<file path="config.mk">
export PLATFORM = sky130hd
export DESIGN_NAME = memory_stage
export DESIGN_NICKNAME = d
export VERILOG_FILES = /design/src/rtl/riscv_pkg.sv /design/src/rtl/lsu_align.sv /design/src/rtl/memory_stage.sv
export SDC_FILE = /design/constraint.sdc
export NUM_CORES = 1
export LEC_CHECK = 0
export CAP_MARGIN = 20
export CORE_ASPECT_RATIO = 0.75
export CORE_MARGIN = 1.5
export CORE_UTILIZATION = 40
export CTS_CLUSTER_SIZE = 14
export DETAILED_ROUTE_END_ITERATION = 10
export PLACE_DENSITY = 0.78
export SYNTH_ARGS = -nofsm -noshare
export SYNTH_HDL_FRONTEND = slang
export SYNTH_HIERARCHICAL = 1
export SYNTH_SLANG_ARGS = --single-unit
</file>
<file path="constraint.sdc">
create_clock -name clk -period 1.97 [get_ports clk]
set_clock_uncertainty 0.15 [all_clocks]
set_input_delay 0.394 -clock clk [delete_from_list [all_inputs] [get_ports clk]]
set_output_delay 0.394 -clock clk [all_outputs]
set_load 0.005 [all_outputs]
</file>
<file path="src/rtl/riscv_pkg.sv">
// Shared RV32I definitions for the memory stage: opcodes, funct3 codes,
// the load/store FSM state type and the alignment rule.
package riscv_pkg;

  localparam int XLEN = 32;

  localparam logic [6:0] OPC_LOAD  = 7'b0000011;
  localparam logic [6:0] OPC_STORE = 7'b0100011;

  // funct3 access-width codes (stores reuse the B/H/W encodings)
  localparam logic [2:0] F3_LB  = 3'b000;
  localparam logic [2:0] F3_LH  = 3'b001;
  localparam logic [2:0] F3_LW  = 3'b010;
  localparam logic [2:0] F3_LBU = 3'b100;
  localparam logic [2:0] F3_LHU = 3'b101;

  typedef enum logic {IDLE = 1'b0, BUSY = 1'b1} mem_state_t;

  // Halfwords need addr[0]==0; words (and reserved widths) need addr[1:0]==0.
  function automatic logic is_misaligned(input logic [2:0] funct3,
                                         input logic [1:0] addr_lo);
    logic mis;
    mis = 1'b0;
    case (funct3[1:0])
      2'b00:   mis = 1'b0;
      2'b01:   mis = addr_lo[0];
      default: mis = (addr_lo != 2'b00);
    endcase
    return mis;
  endfunction

endpackage

</file>
<file path="src/rtl/lsu_align.sv">
// Combinational byte-lane steering: replicates store data across lanes with
// matching byte enables, and shifts/extends the read word for loads.
module lsu_align
  import riscv_pkg::*;
(
  input  logic [2:0]      funct3,
  input  logic [1:0]      addr_lo,
  input  logic [XLEN-1:0] store_data,
  input  logic [XLEN-1:0] load_word,
  output logic [XLEN-1:0] lane_data,
  output logic [3:0]      byte_en,
  output logic [XLEN-1:0] load_data
);

  logic [XLEN-1:0]   shifted;
  logic signed [7:0]  byte_s;
  logic signed [15:0] half_s;

  // Store lanes: bytes and halves are replicated so any enabled lane is correct
  always_comb begin
    lane_data = store_data;
    byte_en   = 4'hF;
    case (funct3[1:0])
      2'b00: begin
        lane_data = {4{store_data[7:0]}};
        byte_en   = 4'b0001 << addr_lo;
      end
      2'b01: begin
        lane_data = {2{store_data[15:0]}};
        byte_en   = 4'b0011 << {addr_lo[1], 1'b0};
      end
      default: begin
        lane_data = store_data;
        byte_en   = 4'hF;
      end
    endcase
  end

  // Load path: bring the addressed byte/half down to bit 0, then extend
  always_comb begin
    shifted   = load_word >> {addr_lo, 3'b000};
    byte_s    = shifted[7:0];
    half_s    = shifted[15:0];
    load_data = shifted;
    case (funct3)
      F3_LB:   load_data = XLEN'(byte_s);
      F3_LH:   load_data = XLEN'(half_s);
      F3_LBU:  load_data = {{(XLEN-8){1'b0}}, shifted[7:0]};
      F3_LHU:  load_data = {{(XLEN-16){1'b0}}, shifted[15:0]};
      default: load_data = shifted;
    endcase
  end

endmodule

</file>
<file path="src/rtl/memory_stage.sv">
// RV32I MEM stage: issues loads/stores on a req/ack bus via an IDLE/BUSY FSM,
// stalls upstream while an access is outstanding, aborts on timeout, drops
// misaligned accesses, and fills the MEM/WB registers.
module memory_stage
  import riscv_pkg::*;
#(
  parameter int XLEN    = 32,
  parameter int TIMEOUT = 64
) (
  input  logic            clk,
  input  logic            rst_n,
  input  logic            valid_mem,
  input  logic [XLEN-1:0] pc_mem,
  input  logic [XLEN-1:0] alu_mem,
  input  logic [XLEN-1:0] rs2_mem,
  input  logic [XLEN-1:0] instr_mem,
  input  logic [4:0]      rd_addr_mem,
  output logic [XLEN-1:0] forward_mem,
  output logic            stall_mem,
  output logic            dmem_req,
  output logic            dmem_we,
  output logic [XLEN-1:0] dmem_addr,
  output logic [XLEN-1:0] dmem_wdata,
  output logic [3:0]      dmem_be,
  input  logic            dmem_ack,
  input  logic [XLEN-1:0] dmem_rdata,
  output logic [XLEN-1:0] pc_wb,
  output logic [XLEN-1:0] alu_wb,
  output logic [XLEN-1:0] instr_wb,
  output logic [XLEN-1:0] mem_data_wb,
  output logic [4:0]      rd_addr_wb,
  output logic            valid_wb,
  output logic            misaligned,
  output logic            bus_err
);

  localparam int CNT_W = $clog2(TIMEOUT + 1);

  mem_state_t        state;
  logic [CNT_W-1:0]  count;

  logic [6:0]        opcode;
  logic [2:0]        funct3;
  logic              is_load;
  logic              is_store;
  logic              mem_op;
  logic              mis_c;
  logic              idle;
  logic              busy;
  logic              start;
  logic              timeout_hit;
  logic              finish_ack;
  logic              abort;
  logic [XLEN-1:0]   lane_data;
  logic [3:0]        byte_en;
  logic [XLEN-1:0]   load_data;

  assign opcode      = instr_mem[6:0];
  assign funct3      = instr_mem[14:12];
  assign is_load     = (opcode == OPC_LOAD);
  assign is_store    = (opcode == OPC_STORE);
  assign mem_op      = valid_mem & (is_load | is_store);
  assign idle        = (state == IDLE);
  assign busy        = (state == BUSY);
  assign mis_c       = idle & mem_op & is_misaligned(funct3, alu_mem[1:0]);
  assign start       = idle & mem_op & ~mis_c;
  assign timeout_hit = busy & (count == CNT_W'(TIMEOUT - 1));
  assign finish_ack  = busy & dmem_ack;
  // An ack arriving on the last allowed cycle still completes the access.
  assign abort       = timeout_hit & ~dmem_ack;

  assign forward_mem = alu_mem;
  assign misaligned  = mis_c;
  assign bus_err     = abort;
  // Stall is forced low while in reset so upstream stages are not frozen.
  assign stall_mem   = rst_n & (start | (busy & ~dmem_ack & ~timeout_hit));

  lsu_align u_align (
    .funct3     (funct3),
    .addr_lo    (alu_mem[1:0]),
    .store_data (rs2_mem),
    .load_word  (dmem_rdata),
    .lane_data  (lane_data),
    .byte_en    (byte_en),
    .load_data  (load_data)
  );

  // FSM and BUSY-cycle timeout counter
  always_ff @(posedge clk or negedge rst_n) begin
    if (!rst_n) begin
      state <= IDLE;
      count <= '0;
    end else begin
      case (state)
        IDLE: begin
          count <= '0;
          if (start) state <= BUSY;
        end
        BUSY: begin
          if (finish_ack || timeout_hit) begin
            state <= IDLE;
            count <= '0;
          end else begin
            count <= count + CNT_W'(1);
          end
        end
        default: begin
          state <= IDLE;
          count <= '0;
        end
      endcase
    end
  end

  // Bus request registers: captured on issue, held through BUSY, cleared on completion
  always_ff @(posedge clk or negedge rst_n) begin
    if (!rst_n) begin
      dmem_req   <= 1'b0;
      dmem_we    <= 1'b0;
      dmem_addr  <= '0;
      dmem_wdata <= '0;
      dmem_be    <= 4'h0;
    end else if (start) begin
      dmem_req   <= 1'b1;
      dmem_we    <= is_store;
      dmem_addr  <= {alu_mem[XLEN-1:2], 2'b00};
      dmem_wdata <= lane_data;
      dmem_be    <= byte_en;
    end else if (finish_ack || timeout_hit) begin
      dmem_req   <= 1'b0;
      dmem_we    <= 1'b0;
      dmem_addr  <= '0;
      dmem_wdata <= '0;
      dmem_be    <= 4'h0;
    end
  end

  // MEM/WB registers: pass-through when idle, result on ack, bubble otherwise
  always_ff @(posedge clk or negedge rst_n) begin
    if (!rst_n) begin
      pc_wb       <= '0;
      alu_wb      <= '0;
      instr_wb    <= '0;
      mem_data_wb <= '0;
      rd_addr_wb  <= 5'd0;
      valid_wb    <= 1'b0;
    end else if (idle && !start) begin
      pc_wb       <= pc_mem;
      alu_wb      <= alu_mem;
      instr_wb    <= instr_mem;
      mem_data_wb <= load_data;
      valid_wb    <= valid_mem & ~mis_c;
      rd_addr_wb  <= (valid_mem && !mis_c && !is_store) ? rd_addr_mem : 5'd0;
    end else if (finish_ack) begin
      pc_wb       <= pc_mem;
      alu_wb      <= alu_mem;
      instr_wb    <= instr_mem;
      mem_data_wb <= load_data;
      valid_wb    <= 1'b1;
      rd_addr_wb  <= is_store ? 5'd0 : rd_addr_mem;
    end else begin
      valid_wb    <= 1'b0;
      rd_addr_wb  <= 5'd0;
    end
  end

endmodule

</file>
==> results.json <==
{
  "die_x_um": 188.2,
  "crit_type": "register to output port",
  "synth_edf_count": 0,
  "synth_common_cells": "dfrtp_1, nand3_1, mux2_2",
  "io_buffers": 405,
  "syn_to_final_growth_pct": 73.11,
  "crit_arrival_ns": 1.81,
  "hold_start": "rd_addr_mem[0]",
  "grt_pass1_vias": 9971,
  "synth-simple-area-share_pct": 14.47,
  "vias": 9774,
  "crit_start": "count[0]",
  "drive_gt1_share_pct": 31.15,
  "io_pins": 408,
  "finalHoldViolCount": 0,
  "wirelength_mm": 39.52,
  "clockBufferDepth": 3,
  "syn_avg_cell_area_um2": 10.94,
  "antenna_left": 0,
  "root_buffer": "clkbuf_16",
  "synth_adder_area_share_pct": 0.1216,
  "syn_area_mm2": 0.01029,
  "synth_cells": 941,
  "nNetsFinal": 1605,
  "run_status": "finished with violations",
  "hold_path_class": "primary input to register",
  "synth_area_leaders": "dfrtp_1, mux2_2, nand3_1",
  "cts.clk_slew.worst_paths_ns": 0.06,
  "swShare_pct": 27.70,
  "irDropWorstVdd_mv": 0.5129,
  "avgViaCountPerCell": 5.460,
  "hpwl_mm": 23.79,
  "crit_fanout": 2,
  "num_rows": 50,
  "grt_pass1_wl_mm": 57.73,
  "htree_levels": 1,
  "slew_headroom_pct": 44.63,
  "yosysUniqueCellTypes": 47,
  "cts_made_buffers": 23,
  "period_minus_slack_ns": 2.356,
  "wl_per_cell_um": 22.08,
  "drc_errors": 0,
  "p_leak_nw": 8.111,
  "violations": "negative setup slack",
  "synth-seq-cells": 210,
  "dieHeight_um": 141.9,
  "max_clock_freq_mhz": 424.4,
  "synth_compound_area_share_pct": 8.814,
  "coreArea_mm2": 0.02509,
  "ys.flop_type": "dfrtp_1",
  "setup_viol": 91,
  "start_util_pct": 41.03,
  "synth_top_area_share_pct": 51.06,
  "final_core_util_pct": 71.02,
  "hold_slack_ns": 0.2708,
  "gr-total-overflow": 0,
  "worstPathRequired_ns": 1.43,
  "cts_tree": "done",
  "synthXorXnorAreaFrac_pct": 0.3404,
  "yosysTopAreaCell": "dfrtp_1",
  "ys_warn_count": 6,
  "synth_mux_area_share_pct": 17.57,
  "layout_setup_ws_ns": -0.3862,
  "cp-end-kind": "output port",
  "internal_power_mw": 9.678,
  "power_density_mw_per_mm2": 751.3,
  "async_reset_ff_share_pct": 100.0,
  "gp_congestion": 0.8352,
  "maxSlewViolCount": 0,
  "yosysMostFrequentCell": "dfrtp_1",
  "antenna_found_initial": 1,
  "reg2reg_from": "count[0]",
  "grtUsageTotal_pct": 27.61,
  "cts.sinks": 210,
  "fin_crit_sh_pct": 119.6,
  "tightest_slew_ns": 0.8305,
  "grt_max_degree": 113,
  "switchingPower_mw": 3.708,
  "p_clk_share_pct": 33.0,
  "drt_first_iter_violations": 551,
  "rsz0062_at_grt": "yes",
  "yosysSeqAreaShare_pct": 51.06,
  "seq_power_share_pct": 40.7,
  "comb_power_share_pct": 26.3,
  "drv_cap": 0,
  "design.die.area_mm2": 0.02671,
  "clk_latency_ns": 0.52,
  "first_pass_iters": 5,
  "synth_top_family_by_area": "multiplexers",
  "critPathLaunchType": "register"
}
-- critical path, stage by stage (launching register included) --
cell and delay [ns]:
dfrtp_1 0.35, ha_2 0.20, nand3_2 0.07, or3_4 0.39, nand3_2 0.08, a21boi_2 0.05, buf_2 0.15
-- state kept, by name (all words and copies together) (netlist names), 4 cells and up --
register,cells
alu_wb,32
count,7
dmem_addr,30
dmem_be,4
dmem_wdata,32
instr_wb,32
mem_data_wb,32
pc_wb,32
rd_addr_wb,5
-- power by group through the flow --
stage	Combinational [mW]	Sequential, mW	Clock [mW]
final	3.52	5.45	4.42
after global routing	3.76	5.53	4.67
after CTS	3.26	5.40	4.49
after detailed placement	3.26	5.47	0
after global placement	3.19	5.43	0
after floorplan	0.992	5.47	0
-- per-stage QoR --
step | cells | TNS [ns] | total power [mW] | cell area (um2) | worst slack (ns)
CTS | 1759 | -25.00 | 13.15 | 16920 | -0.4304
global route | 1790 | -31.33 | 13.95 | 17820 | -0.4553
finish | 1790 | -22.59 | 13.39 | 17820 | -0.3862
global placement | 1668 | -134.13 | 8.617 | 15120 | -0.8348
detailed placement | 1668 | -143.83 | 8.731 | 15120 | -0.8613
floorplan | 942 | -4.279 | 6.461 | 10430 | -0.04583
-- cell families after synthesis --
logic type | count (synthesis)
compound gates | 123
other cells | 1
xor+xnor | 4
simple gates | 317
fa+ha+maj | 1
flops | 210
buf+inv | 123
mux | 162
-- per-layer routing --
metal / vias up / share of wire (%) / wire length, um / GRT usage [%]
met3: 101 / 7.6 / 2998 / 6.208
met4: 0 / 3.8 / 1491 / 9.642
li1: 4306 / - / - / -
met5: - / 0 / 0 / 0
met2: 466 / 48 / 19070 / 46.16
met1: 4901 / 40 / 15960 / 35.39
-- layout make-up --
cell class / count / area (um2)
inverter: 5 / 18.77
tap: 338 / 422.9
sequential: 210 / 5256
clock inverter: 9 / 98.84
multi-input combinational: 609 / 5041
fill: 1667 / 7269
timing repair buffer: 586 / 6307
clock buffer: 32 / 669.4
antenna: 1 / 2.502
-- repair_timing --
action | in CTS | in global routing
resized for setup | 181 | 192
gates cloned | 17 | 6
endpoints found under the setup margin | 259 | 258
endpoints found under the hold margin | 213 | 1
buffers inserted | 35 | 32
hold buffers | 4 | 1
pin swaps | 14 | 47
-- placed cells by master (no fill, tap or decap), drive strengths merged, types with 2 or more instances in the layout --
cell | netlist | layout
clkdlybuf4s50 | 0 | 274
dfrtp | 210 | 210
buf | 84 | 176
nand3 | 154 | 154
mux2 | 146 | 146
nand2 | 121 | 121
o211ai | 67 | 67
dlygate4sd2 | 0 | 61
dlymetal6s2s | 0 | 60
clkbuf | 34 | 38
a21oi | 18 | 18
mux2i | 16 | 16
nor2b | 15 | 15
nor2 | 14 | 14
o21ai | 11 | 11
a2bb2oi | 7 | 7
a211oi | 7 | 7
clkinv | 1 | 6
inv | 4 | 6
dlygate4sd3 | 0 | 5
o21bai | 4 | 4
nor4 | 3 | 3
xor2 | 2 | 2
xnor2 | 2 | 2
conb | 1 | 2
bufinv | 0 | 2
bufbuf | 0 | 2
or2 | 2 | 2
a32oi | 2 | 2
or3 | 2 | 2
o2111a | 2 | 2
clkdlybuf4s15 | 0 | 2
-- path summary, 6_finish.rpt --
check	to	slack, ns	cells past startpoint
min	rd_addr_wb[0]	0.27	2
max	stall_mem	-0.39	6
min in group asynchronous	mem_data_wb[17]	0.50	3
max in group asynchronous	dmem_addr[9]	0.59	3
max reg2reg	dmem_wdata[23]	-0.36	12
min reg2reg	dmem_req	0.34	2
Note: power is estimated with default switching activity, not from simulation.
